<file path="src/rtl/gate_selftest.sv">
// Exhaustive truth-table checker for a combinational gate: sweeps every input vector,
// compares the sampled output against EXPECT. Optional macro: SELFTEST_STOP_ON_FAIL_EN.
module gate_selftest #(
  parameter int                  N_IN   = 2,
  parameter int                  SETTLE = 1,
  parameter logic [2**N_IN-1:0]  EXPECT = 4'b0111
) (
  input  logic            clk,
  input  logic            reset,
  input  logic            start,
  output logic [N_IN-1:0] vec,
  input  logic            dut_out,
  output logic            busy,
  output logic            done,
  output logic            pass,
  output logic [N_IN:0]   fail_cnt,
  output logic [N_IN-1:0] fail_vec
);

  localparam int              CW   = (SETTLE < 2) ? 1 : $clog2(SETTLE + 1);
  localparam logic [CW-1:0]   LD   = CW'(SETTLE);
  localparam logic [N_IN-1:0] VMAX = {N_IN{1'b1}};

  typedef enum logic [1:0] {S_IDLE, S_SETTLE, S_CHECK, S_DONE} state_t;

  state_t          state_q, state_d;
  logic [CW-1:0]   cnt_q, cnt_d;
  logic [N_IN-1:0] vec_q, vec_d;
  logic [N_IN:0]   fail_cnt_q, fail_cnt_d;
  logic [N_IN-1:0] fail_vec_q, fail_vec_d;
  logic            busy_q, busy_d;
  logic            done_q, done_d;
  logic            pass_q, pass_d;
  logic            mism;
  logic            last;

  always_comb begin
    state_d    = state_q;
    cnt_d      = cnt_q;
    vec_d      = vec_q;
    fail_cnt_d = fail_cnt_q;
    fail_vec_d = fail_vec_q;
    pass_d     = pass_q;
    done_d     = 1'b0;
    mism       = (dut_out != EXPECT[vec_q]);
    last       = 1'b0;

    case (state_q)
      S_IDLE, S_DONE: begin
        if (start) begin
          state_d    = S_SETTLE;
          vec_d      = '0;
          fail_cnt_d = '0;
          fail_vec_d = '0;
          pass_d     = 1'b0;
          cnt_d      = LD;
        end else begin
          state_d = S_IDLE;
        end
      end
      S_SETTLE: begin
        if (cnt_q == CW'(1)) state_d = S_CHECK;
        else                 cnt_d   = cnt_q - CW'(1);
      end
      S_CHECK: begin
        if (mism) begin
          fail_cnt_d = fail_cnt_q + (N_IN+1)'(1);
          // fail_cnt still zero means this is the sweep's first mismatch
          if (fail_cnt_q == '0) fail_vec_d = vec_q;
        end
`ifdef SELFTEST_STOP_ON_FAIL_EN
        last = (vec_q == VMAX) || mism;
`else
        last = (vec_q == VMAX);
`endif
        if (last) begin
          state_d = S_DONE;
          done_d  = 1'b1;
          pass_d  = (fail_cnt_d == '0);
        end else begin
          state_d = S_SETTLE;
          vec_d   = vec_q + N_IN'(1);
          cnt_d   = LD;
        end
      end
      default: state_d = S_IDLE;
    endcase

    busy_d = (state_d == S_SETTLE) || (state_d == S_CHECK);
  end

  always_ff @(posedge clk or posedge reset) begin
    if (reset) begin
      state_q    <= S_IDLE;
      cnt_q      <= '0;
      vec_q      <= '0;
      fail_cnt_q <= '0;
      fail_vec_q <= '0;
      busy_q     <= 1'b0;
      done_q     <= 1'b0;
      pass_q     <= 1'b0;
    end else begin
      state_q    <= state_d;
      cnt_q      <= cnt_d;
      vec_q      <= vec_d;
      fail_cnt_q <= fail_cnt_d;
      fail_vec_q <= fail_vec_d;
      busy_q     <= busy_d;
      done_q     <= done_d;
      pass_q     <= pass_d;
    end
  end

  assign vec      = vec_q;
  assign busy     = busy_q;
  assign done     = done_q;
  assign pass     = pass_q;
  assign fail_cnt = fail_cnt_q;
  assign fail_vec = fail_vec_q;

endmodule
</file>
<file path="config.mk">
export PLATFORM = sky130hd
export DESIGN_NAME = gate_selftest
export DESIGN_NICKNAME = d
export VERILOG_FILES = /design/src/rtl/gate_selftest.sv
export SDC_FILE = /design/constraint.sdc
export NUM_CORES = 1
export LEC_CHECK = 0
export BUFFER_PORTS_ARGS = -buffer_cell sky130_fd_sc_hd__buf_4
export CORE_MARGIN = 4
export CORE_UTILIZATION = 40
export CTS_CLUSTER_DIAMETER = 50
export CTS_CLUSTER_SIZE = 16
export DETAILED_ROUTE_END_ITERATION = 12
export GPL_ROUTABILITY_DRIVEN = 0
export SLEW_MARGIN = 15
export SYNTH_ARGS = -nofsm -noshare
export SYNTH_HDL_FRONTEND = slang
export SYNTH_SLANG_ARGS = --single-unit
</file>
<file path="constraint.sdc">
create_clock -name clk -period 4 [get_ports clk]
set_input_delay 1.2 -clock clk [delete_from_list [all_inputs] [get_ports clk]]
set_output_delay 1.2 -clock clk [all_outputs]
set_load 0.01 [all_outputs]
</file>
==> results.md <==
Worst setup path:
- Traced cell by cell, the critical path runs through buf_4.
- The biggest fanout along the worst timing path is 9.
- The worst setup path is captured at an output port.
- The worst setup path is launched from a flip-flop.
- The number of buffers and inverters on the critical path is 1.
- The delay contributed by the slowest stage of the critical path is just over 0.5 ns.
- On the critical path the largest part of the delay comes from flip-flops.
- The cell with the biggest individual delay on the critical path is dfrtp_1.
- The critical setup path kind is flip-flop to output port.
- The critical path data required time is 2.80 ns.
- The arrival time of data at the critical path endpoint is 0.97 ns.

Timing:
- In the finished design, the share of the clock period the worst path needs comes to between 50% and 60%.
- Setup repair after global routing left no endpoint under its margin.
- Measured against its own limit, the worst slew margin works out to 58.46%.
- At the pin with the least slew margin, the transition time is 0.6231 ns.
- The clock skew after layout is 0.004761 ns.
- Setup total negative slack on the finished layout was measured at 0 ns.
- The hold violation count in the final report is 0.
- The worst setup margin is ~1.8 ns.
- The post-route minimum period is 2.168 ns.
- Derived from the worst setup path, the maximum achievable clock frequency is 461.3 MHz.
- The number of endpoints failing setup at the final stage is 0.
- The max-slew violation count is 0.

Synth:
- The leading register cell type out of synthesis is dfrtp_1.
- The post-synthesis cell count is 92.
- The sequential fraction of the synthesis area is 39.76%.
- After synthesis, the share of flip-flops with an asynchronous set or reset is 100.0%.
- The netlist uses 33 different library cells.
- The count of flip-flops with a built-in enable after synthesis is 0.
- The post-synthesis instance area is 818.3 sq um.
- The per-instance average area after synthesis is 8.894 sq um.
- During synthesis, Yosys emitted a total of 0 warnings.
- Counting flops and latches in the post-synthesis netlist gives 13.
- When the netlist entered floorplanning its net count stood at roughly 100.

Run status:
- The run finished with clean final reports.

Die:
- The die covers 0.002833 sq mm.
- The I/O pin count is 14.
- The die is 53.23 um wide.
- The initialized floorplan defines 16 standard-cell rows.
- The floorplan step defined a core boundary enclosing 0.001962 sq mm.
- The starting density of the core is 41.71%.
- From bottom edge to top edge, the die measures about 53 um.

Global routing:
- The largest net degree at the start of global routing is 20.
- Across every metal layer, demand over resource in global routing totals around 14%.
- The via count of the first global-routing pass is between 600 and 700.
- The final global-route overflow total is 0.
- The number of antenna violations at the first check in global routing came to 0.
- The first global-routing pass estimated 2856 um of wire.

Drt:
- The count of nets left with antenna violations once routing finished came out at 0.
- The number of optimization iterations in the first detailed-route pass is 4.
- The wire length reported by the detailed router is approximately 1600 um.
- In this run, the number of DRC markers left after iteration 0 of detailed routing was 9.
- Dividing the detail-routed via count by the number of cells gives 5.212.
- The via total after detailed routing is 688.
- After detailed routing, the average wire length per cell comes to 12.44 um.
- The DRC violation count after routing is 0.

CTS:
- In this run the post-CTS setup repair buffer count came out at 0.
- Once the clock tree was built, the resizer swapped 0 gates to a different size.
- CTS placed an instance of clkbuf_4 at the clock tree root.
- Counting every sink on the clock net gives 13.
- After clock tree synthesis, the clock-pin slew on the worst setup and hold paths is 0.08 ns.
- The clock tree buffer depth is 2.
- After clock tree synthesis, the flow added hold-fix buffers numbering 0.
- TritonCTS built the clock tree.
- The insertion delay of the later-clocked pin in the worst-skew pair is 0.27 ns.
- The total clock buffers created by CTS is 3.
- In this run the number of H-tree levels came out at 1.

Layout:
- The net total in the final layout is 116.
- The number of inserted diodes is 0.
- The layout has 214 filler cells.
- The cell area after layout is 957.2 sq um.
- The share of cells above drive strength 1 is 17.14%.
- Compared with the post-synthesis result, the final layout area differs by 16.97%.

Pwr:
- IR analysis of the VDD net gives a maximum drop of roughly 220 uV.
- Net switching is a little over two fifths of the power.
- The clock share of power is 15.3%.
- Per report_power, the sequential group accounts for 36.7% of the total.
- Combinational logic is responsible for a little under half of the overall power.
- Cell internal power was estimated by the tool at 300.9 uW.
- In this run the static leakage power is 0.0004583 uW.
- Power spread over the standard cell area amounts to 541.9 mW/mm^2.
- Summing internal, switching and leakage power gives a little over 500 uW.
- The net switching power of the design is 217.8 uW.

Placement:
- The placed instances occupy a cell area of 930.9 sq um.
- The number of port buffers is 13.
- At the placement stage, the worst setup path has a slack of 1.675 ns.
- Once detailed placement completed, the half-perimeter wirelength came to roughly 1200 um.

Hold path:
- The tightest min-delay check is of the flip-flop to flip-flop type.

Job:
- Max-cap violations in this run came to 0.
metrics by stage:
stage | hold slack (ns) | cells | util [%]
final | 0.4898 | 132 | 48.79
after global routing | 0.5326 | 132 | 48.79
after CTS | 0.4881 | 132 | 48.79
after detailed placement | 0.4693 | 128 | 47.45
after global placement | 0.4600 | 128 | 47.45
after floorplan | 0.4354 | 92 | -
Yosys cell counts (3+ instances only):
master   count  area share, %
nand2_1      9            4.1
nor2_1       7            3.2
o21ai_0     10            6.1
dfrtp_1     13             40
ha_1         6            9.2
nand3_1      3            1.8
xor2_1       3            3.2
a31oi_1      3            2.3
inv_1        7            3.2
nor2b_1      3            2.3
registers in the layout, summed over array words and instances, names as in the netlist:
name,count
cnt_q,1
pass,1
fail_cnt,3
vec,2
busy,1
done,1
fail_vec,2
state_q,2
final cells by class:
| class | count | area [sq um] | share of cell area (%) |
|---|---|---|---|
| multi-input combinational | 68 | 447.9 | 46.80 |
| sequential | 13 | 325.3 | 33.99 |
| timing repair buffer | 13 | 97.59 | 10.20 |
| tap | 27 | 33.78 | 3.529 |
| clock buffer | 4 | 26.28 | 2.745 |
| inverter | 7 | 26.28 | 2.745 |
power groups by stage:
stage / sequential [uW] / clock [uW] / combinational [uW]
finish: 190 / 79.3 / 249
global route: 196 / 91.4 / 284
CTS: 191 / 81.8 / 252
detailed placement: 193 / 0 / 252
global placement: 193 / 0 / 252
floorplan: 196 / 0 / 177
worst paths after layout:
path / from / end / slack (ns) / cells past startpoint
worst max-delay path: vec[0] / vec[0] / 1.83 / 1
worst min-delay path: cnt_q / cnt_q / 0.49 / 1
worst max register to register: state_q[0] / fail_cnt[0] / 2.14 / 6
worst min register to register: cnt_q / cnt_q / 0.49 / 1
max in group asynchronous: reset / fail_vec[1] / 2.70 / 2
min in group asynchronous: reset / fail_cnt[0] / 0.95 / 2
layer usage:
metal	global-route usage [%]	wire, um	up-vias
met3	3.380	68	4
met2	20.61	712	13
met5	0	0	-
met4	7.234	25	0
met1	18.65	836	323
li1	-	-	348
logic make-up after synthesis:
| family | after synthesis | synth area share, % |
|---|---|---|
| muxes | 2 | 2.447 |
| DFF | 13 | 39.76 |
| and+or+nand+nor | 32 | 19.27 |
| buffers and inverters | 11 | 5.504 |
| xor gates and xnor gates | 4 | 4.282 |
| adders and majority gates | 6 | 9.174 |
| AOI/OAI and AO/OA | 24 | 19.57 |
placed cells by master (no fill, tap or decap):
cell      instances
a21o_1            1
a21oi_1           2
a21oi_2           1
a221o_1           1
a22o_1            1
a22oi_1           1
a31oi_1           3
and3_1            1
buf_4            13
clkbuf_1          1
clkbuf_4          3
dfrtp_1          13
ha_1              6
inv_1             7
mux2i_1           2
nand2_1           9
nand2b_1          2
nand3_1           3
nand3b_1          1
nand4_1           1
nand4b_1          1
nor2_1            7
nor2b_1           3
nor3_1            2
nor4_1            1
o211ai_1          1
o21ai_0          10
o221ai_2          1
o22a_1            1
o31ai_1           1
or2_1             1
xnor2_1           1
xor2_1            3
(Power assumes the default switching activity.)
